### src/rtl/rs_alloc_issue_ctrl_pkg.sv
// Shared sizing constants and small types for the ALU reservation-station controller
// and the other RS schedulers built on the same oldest-first selector.
package rs_alloc_issue_ctrl_pkg;

    localparam int RS_ENT_NUM = 8;
    localparam int RS_ENT_SEL = 3;

    // Number of dispatch slots requesting an entry this cycle (0..2).
    typedef logic [1:0] req_cnt_t;

endpackage

### src/rtl/rs_oldest_sel.sv
// Combinational oldest-first picker: among candidate entries, returns the one
// that the age matrix marks older than every other candidate.
module rs_oldest_sel #(
    parameter int ENT_NUM = 8,
    parameter int ENT_SEL = 3
) (
    input  logic [ENT_NUM-1:0]              cand_i,
    input  logic [ENT_NUM-1:0][ENT_NUM-1:0] age_i,
    output logic                            valid_o,
    output logic [ENT_SEL-1:0]              addr_o
);

    logic [ENT_NUM-1:0] win;

    // A candidate wins when it is older than all other candidates; the age
    // order among busy entries is total, so at most one entry can win.
    always_comb begin
        win     = '0;
        valid_o = |cand_i;
        addr_o  = '0;
        for (int i = 0; i < ENT_NUM; i++) begin
            win[i] = cand_i[i];
            for (int j = 0; j < ENT_NUM; j++) begin
                if ((i != j) && cand_i[j] && !age_i[i][j]) begin
                    win[i] = 1'b0;
                end
            end
        end
        for (int i = ENT_NUM - 1; i >= 0; i--) begin
            if (win[i]) begin
                addr_o = ENT_SEL'(i);
            end
        end
    end

endmodule

### src/rtl/rs_alloc_issue_ctrl.sv
// ALU reservation-station controller: tracks busy bits and relative age, grants
// up to two free entries per cycle to dispatch and offers the oldest ready entry to the ALU.
module rs_alloc_issue_ctrl
    import rs_alloc_issue_ctrl_pkg::*;
#(
    parameter int ENT_NUM = RS_ENT_NUM,
    parameter int ENT_SEL = RS_ENT_SEL
) (
    input  logic               clk,
    input  logic               rst_n,
    input  logic               dp_req1,
    input  logic               dp_req2,
    output logic               dp_stall,
    output logic               dp_we1,
    output logic               dp_we2,
    output logic [ENT_SEL-1:0] dp_waddr1,
    output logic [ENT_SEL-1:0] dp_waddr2,
    input  logic [ENT_NUM-1:0] ent_ready,
    output logic               iss_valid,
    output logic [ENT_SEL-1:0] iss_addr,
    input  logic               iss_ready,
    input  logic               flush,
    output logic [ENT_NUM-1:0] busy_vec,
    output logic [ENT_SEL:0]   free_cnt
);

    logic [ENT_NUM-1:0]              busy_q, busy_d;
    logic [ENT_NUM-1:0][ENT_NUM-1:0] age_q, age_d;
    logic [ENT_SEL-1:0]              free1, free2;
    logic                            free1_vld, free2_vld;
    logic [ENT_SEL:0]                free_cnt_w;
    req_cnt_t                        reqnum;
    logic [ENT_NUM-1:0]              cand;
    logic                            sel_valid;
    logic [ENT_SEL-1:0]              sel_addr;
    logic                            iss_fire;

    // Free-entry search and popcount look only at the registered busy bits, so an
    // entry issued this cycle is never handed out again until the next one.
    always_comb begin
        free1      = '0;
        free2      = '0;
        free1_vld  = 1'b0;
        free2_vld  = 1'b0;
        free_cnt_w = '0;
        for (int i = 0; i < ENT_NUM; i++) begin
            if (!busy_q[i]) begin
                free_cnt_w = free_cnt_w + (ENT_SEL + 1)'(1);
                if (!free1_vld) begin
                    free1     = ENT_SEL'(i);
                    free1_vld = 1'b1;
                end else if (!free2_vld) begin
                    free2     = ENT_SEL'(i);
                    free2_vld = 1'b1;
                end
            end
        end
    end

    assign reqnum    = {dp_req1 & dp_req2, dp_req1 & ~dp_req2};
    assign dp_stall  = (ENT_SEL + 1)'(reqnum) > free_cnt_w;
    assign dp_we1    = dp_req1 & ~dp_stall & ~flush;
    assign dp_we2    = dp_we1 & dp_req2;
    assign dp_waddr1 = free1_vld ? free1 : '0;
    assign dp_waddr2 = free2_vld ? free2 : '0;

    assign cand = busy_q & ent_ready;

    rs_oldest_sel #(
        .ENT_NUM (ENT_NUM),
        .ENT_SEL (ENT_SEL)
    ) u_oldest_sel (
        .cand_i  (cand),
        .age_i   (age_q),
        .valid_o (sel_valid),
        .addr_o  (sel_addr)
    );

    assign iss_valid = sel_valid & ~flush;
    assign iss_addr  = iss_valid ? sel_addr : '0;
    assign iss_fire  = iss_valid & iss_ready;

    assign busy_vec = busy_q;
    assign free_cnt = free_cnt_w;

    // Slot 1 is processed before slot 2: slot 2's row clear removes the "younger
    // than slot 1" bit slot 1's column wrote, and slot 2's column marks slot 1 older.
    always_comb begin
        busy_d = busy_q;
        age_d  = age_q;
        if (iss_fire) begin
            busy_d[iss_addr] = 1'b0;
        end
        if (dp_we1) begin
            busy_d[free1] = 1'b1;
        end
        if (dp_we2) begin
            busy_d[free2] = 1'b1;
        end
        if (dp_we1) begin
            for (int j = 0; j < ENT_NUM; j++) begin
                age_d[free1][j] = 1'b0;
            end
            for (int i = 0; i < ENT_NUM; i++) begin
                age_d[i][free1] = busy_d[i];
            end
        end
        if (dp_we2) begin
            for (int j = 0; j < ENT_NUM; j++) begin
                age_d[free2][j] = 1'b0;
            end
            for (int i = 0; i < ENT_NUM; i++) begin
                age_d[i][free2] = busy_d[i];
            end
        end
        if (flush) begin
            busy_d = '0;
            age_d  = '0;
        end
    end

    always_ff @(posedge clk or negedge rst_n) begin
        if (!rst_n) begin
            busy_q <= '0;
            age_q  <= '0;
        end else begin
            busy_q <= busy_d;
            age_q  <= age_d;
        end
    end

endmodule
### config.mk
export PLATFORM = sky130hd
export DESIGN_NAME = rs_alloc_issue_ctrl
export DESIGN_NICKNAME = d
export VERILOG_FILES = /design/src/rtl/rs_alloc_issue_ctrl_pkg.sv /design/src/rtl/rs_oldest_sel.sv /design/src/rtl/rs_alloc_issue_ctrl.sv
export SDC_FILE = /design/constraint.sdc
export NUM_CORES = 1
export LEC_CHECK = 0
export CAP_MARGIN = 20
export CORE_AREA = 4 4 140 142
export CTS_CLUSTER_DIAMETER = 80
export DETAILED_ROUTE_END_ITERATION = 12
export DIE_AREA = 0 0 144 146
export GPL_TIMING_DRIVEN = 0
export PLACE_DENSITY = 0.55
export SETUP_SLACK_MARGIN = 0.3
export SYNTH_ARGS = -nofsm -noshare
export SYNTH_HDL_FRONTEND = slang
export SYNTH_HIERARCHICAL = 1
export SYNTH_SLANG_ARGS = --single-unit
### constraint.sdc
create_clock -name clk -period 14 [get_ports clk]
set_clock_uncertainty 0.1 [all_clocks]
set_input_delay 1.4 -clock clk [delete_from_list [all_inputs] [get_ports clk]]
set_output_delay 1.4 -clock clk [all_outputs]
set_load 0.02 [all_outputs]
==> flow_metrics.tcl <==
set metrics [dict create \
    clock_latency_ns 0.35 \
    final_cells 1007 \
    rows 50 \
    syn_area_um2 5670 \
    numCtsBuffers 9 \
    dp_cells 992 \
    grt_max_degree 65 \
    tightestPinTransition_ns 1.05 \
    powerDensity_nw_per_um2 315 \
    post-cts-setup-buffers 0 \
    cts_buffer_depth 2 \
    pwr-share-clk 0.111 \
    worstPathArrival_ns 7.65 \
    internal_power_mw 0.958 \
    grt_remaining_overflow 0 \
    slowest_delay_ns 0.66 \
    wl_per_cell_um 26.4 \
    coreArea_um2 18500 \
    cts_tree "built" \
    ioPinCount 39 \
    crit_top_cell "ha_1" \
    htreeDepth 3 \
    slew_violations 0 \
    whs_endpoint "age_q[4]" \
    pwr-share-seq 0.100 \
    min_path_type "reg -> reg" \
    maxCapViolCount 0 \
    highest_layer "met4" \
    netSwitchingPower_mw 1.13 \
    holdPathStages 1 \
    end_kind "primary output" \
    port_buffers 37 \
    post_drt_via_cell_ratio 6.27 \
    cpMaxStageDelayCell "dfrtp_1" \
    gp_congestion 1.02 \
    vdd.ir_drop.worst_v 0.000191 \
    netSwitchingFraction 0.542 \
    syn2layout_area_growth_pct 17.0 \
    routed_wl_um 26600 \
    die_height_um 146 \
    min_period_ns 9.15 \
    postCtsResizedCells 0 \
    remaining_drc_errors 0 \
    first_iter_violations 969 \
    wl_met1_um 11000 \
    initial_core_util 0.307 \
    critPathLaunchType "flop" \
    ff2ff_path_depth 30 \
    crit_type "reg -> out" \
    syn_avg_cell_area_um2 7.88 \
    path_clk_slew_ns 0.06 \
    ctsHoldBuffers 0 \
    met2WireLength_um 11400 \
    finalHoldViolCount 0 \
    netlist_instances 720 \
    cts-root-buf "clkbuf_16" \
    setup_viol 0 \
    grt_pass1_vias 5959 \
    die_area_um2 21000 \
    clock_sink_count 64 \
    whs_ns 0.408 \
    wl_met3_um 2840 \
    vias 6318 \
    layout.nets 794 \
    rrSetupSlack_ns 6.97 \
    worstReg2RegStart "busy_vec[0]" \
    required_ns 12.50 \
    outcome "complete, no violations" \
    dp_hpwl_um 19800 \
    timing.rr.end "age_q[13]" \
    antenna_found_initial 0 \
    grtUsageTotal 0.252 \
    p_leak_nw 2.60 \
    worst_slew_margin_rel 0.294 \
    rsz0062_at_grt "false" \
    drive_above_1_share 0.123 \
    fin_util 0.360 \
    detail-route-antenna-nets 0 \
    syn_nets 745 \
    crit_path_max_fanout 10 \
    yosysWarnings 6 \
    period_share 0.654 \
    final.setup.tns_ns 0 \
    pwr-share-comb 0.789 \
    first_pass_iters 7 \
    num_antenna_cells 0 \
    grt_pass1_wl_um 39400 \
    die_x_um 144 \
    min_from "age_q[4]" \
    max_freq_mhz 109 \
]
layout make-up:
type | count | area [µm²]
Buffer | 39 | 220
Tap cell | 234 | 293
Fill cell | 1920 | 11800
Clock inverter | 3 | 42.5
Inverter | 38 | 145
Multi-Input combinational cell | 579 | 3710
Clock buffer | 12 | 246
Sequential cell | 64 | 1600
Timing Repair Buffer | 38 | 375
state kept, by name (all words and copies together), names as in the netlist:
signal    count
age_q        56
busy_vec      8
metal layers:
metal  global-route usage  vias to the layer above
met2                0.362                      435
met5                    0                        -
met3               0.0641                      112
met1                0.350                     3004
li1                     -                     2767
met4                0.122                        0
worst max-delay path: cells and delay by family (launching register included):
kind | cells | cell delay (ns)
adder cells (fa/ha/maj) | 5 | 1.67
AO/OA/AOI/OAI | 7 | 1.13
flip-flops | 1 | 0.66
multiplexers | 1 | 0.18
AND/OR/NAND/NOR | 9 | 1.49
XOR/XNOR | 2 | 0.46
buffers and inverters | 8 | 1.68
power groups by stage:
stage | logic (mW) | clock network [mW] | registers (mW)
after floorplan | 1.12 | 0 | 0.210
after global placement | 1.62 | 0 | 0.213
after detailed placement | 1.62 | 0 | 0.213
after CTS | 1.62 | 0.231 | 0.210
after global routing | 1.75 | 0.242 | 0.211
final | 1.65 | 0.232 | 0.210
worst max-delay path by stage:
stage,slack (ns),from,end
floorplan,6.69,busy_vec[0],dp_we2
global placement,5.40,busy_vec[0],dp_we2
detailed placement,5.32,busy_vec[0],dp_we2
CTS,4.95,busy_vec[0],dp_we2
global route,4.51,busy_vec[0],dp_we2
finish,4.85,busy_vec[0],dp_we2
stage by stage:
stage	area (µm²)	setup WS, ns	total power, mW
final	6640	4.85	2.09
after global routing	6640	4.51	2.20
after CTS	6640	4.95	2.06
after detailed placement	6350	5.32	1.83
after global placement	6340	5.40	1.84
after floorplan	5670	6.69	1.33
cells in the final DEF (no fill, tap or decap), types with 12 or more instances in the layout:
cell type and n:
o22ai_1 25, a21oi_1 54, nor2_1 63, buf_2 14, o21ai_0 56, inv_1 30, nand2_1 70, and2_1 18
nor3_1 22, nand3_1 28, clkdlybuf4s50_1 36, dfrtp_1 64, clkbuf_1 17, o2111ai_1 12, nand2b_1 29
No activity file was read; power rests on OpenSTA's default activity.
==> patch (config.mk and constraints unchanged) <==
Change the package constant `RS_ENT_SEL` from 3 to 6.
--- a/src/rtl/rs_alloc_issue_ctrl_pkg.sv
+++ b/src/rtl/rs_alloc_issue_ctrl_pkg.sv
@@ -3,7 +3,7 @@
 package rs_alloc_issue_ctrl_pkg;
 
     localparam int RS_ENT_NUM = 8;
-    localparam int RS_ENT_SEL = 3;
+    localparam int RS_ENT_SEL = 6;
 
     // Number of dispatch slots requesting an entry this cycle (0..2).
     typedef logic [1:0] req_cnt_t;
Interface: changed (resized dp_waddr1, dp_waddr2, free_cnt and iss_addr); port bits go from 39 to 51. No check against the original RTL was run, so the function may have changed too.
==> patch against the unedited design <==
- core utilization shrank 0.64 points
- setup slack improved by 0.83 ns
- critical endpoint is now dp_we1
- synthesized area is 2.5% lower
- critical path depth down 4
- routed wire length down 4.9%
- final cell count rose by 0.30%
- via count fell by 3.8%
- first-iteration DRC count is 6.0% lower
- power fell by 13%
- sequential power is 2% lower
- design area down 1.8%
- non-clock buffer count rose by 9
- sequential cell count stayed put
==> patch: results (changes against the unedited design) <==
[min_path]
hp-class = flip-flop to flip-flop
hp-start = age_q[12]

[setup_path]
reg2reg_depth = 28  ; -6.7%
timing.rr.end = age_q[23]
reg2reg_from = busy_vec[0]
critPathMaxFanout = 10  ; unchanged
crit_arrival_ns = 6.82  ; -0.83 ns
slowest_stage = clkdlybuf4s50_1
endpoint_kind = primary output
r2r_slack_ns = 7.37  ; +0.40 ns
critPathMaxStageDelay_ns = 0.65
cp_top_family = adder cells
crit_path_end = dp_we1
cp-start-kind = flip-flop

[clock_network]
cts_resized = 0  ; unchanged
cts_buffers = 9  ; unchanged
cts-root-buf = clkbuf_16
clock_path_buffers = 2  ; unchanged
clk-insertion-delay-late_ns = 0.35  ; about the same
htree_levels = 3  ; unchanged
postCtsSetupBuffers = 0  ; unchanged
cts.clk_slew.worst_paths_ns = 0.05

[placed_design]
gp_congestion = 1.02  ; +0.27%
dpl.hpwl_mm = 19.5  ; -1.4%
io_buffers = 37  ; unchanged
dp_slack_ns = 6.05  ; +0.722 ns

[final_layout]
antennaDiodeCount = 0  ; unchanged
nets = 798  ; +0.50%
drive_gt1_share_pct = 10.6  ; -1.7 points
largest_reg_flops = 56  ; unchanged
max_flop_register = age_q

[route]
wl_met3_mm = 2.41  ; -15%
top_layer = met4
drt_wl_total_mm = 25.3  ; -4.9%
wl_met1_mm = 10.4  ; -5.4%
dr.first_iter.drc_count = 911  ; -6.0%
vias_per_cell = 6.02  ; -4.1%
drt_first_pass_iters = 6  ; -1
wl_met2_mm = 11.0  ; -3.8%

[run_status]
status = finished, final reports clean

[global_routing]
antenna_found_initial = 0  ; unchanged
grt_max_degree = 65  ; unchanged
grt_pass1_vias = 5847  ; -1.9%
track_usage_pct = 23.8  ; -1.4 points
grt_pass1_wl_mm = 37.0  ; -5.9%

[yosys]
ys_warn_count = 6  ; unchanged

[sta]
maxSlewHeadroom_pct = 33.5  ; +4.1 points
worst_slack_ns = 5.68  ; +0.827 ns

[pwr]
p_leak_nw = 2.64  ; +1.5%
peakVddDrop_v = 0.000221  ; +16%

## patch: area by class of cell
class / count / area [um^2]
fillers: 1943 / 11900
multi-input cells: 581 / 3570
flip-flops and latches: 64 / 1600
repair buffers: 38 / 375
well taps: 234 / 293
plain buffers: 48 / 270
clock buffers: 11 / 243
inverters: 31 / 119
clock inverters: 3 / 43.8
## patch: through the flow
step	cells	cell area (um^2)
floorplan	724	5570
global placement	995	6230
detailed placement	996	6230
CTS	1010	6520
global route	1010	6520
finish	1010	6520
## patch: per-layer routing
| metal | track usage [%] | vias to the layer above |
|---|---|---|
| met3 | 6.21 | 103 |
| met4 | 12.8 | 0 |
| met1 | 31.9 | 2890 |
| li1 | - | 2713 |
| met5 | 0 | - |
| met2 | 34.8 | 372 |
## patch: worst min-delay path by stage
stage                      endpoint  slack [ns]  depth (start not counted)
after floorplan           age_q[12]        0.36                          1
after global placement    age_q[33]        0.39                          1
after detailed placement  age_q[12]        0.39                          1
after CTS                 age_q[12]        0.41                          1
after global routing      age_q[12]        0.43                          1
final                     age_q[12]        0.40                          1
## patch: power by group
group / switching [mW] / leakage, nW / internal, mW
clock: 0.0854 / 0.141 / 0.141
sequential: 0.00962 / 0.891 / 0.195
combinational: 0.859 / 1.61 / 0.537
total: 0.954 / 2.64 / 0.873
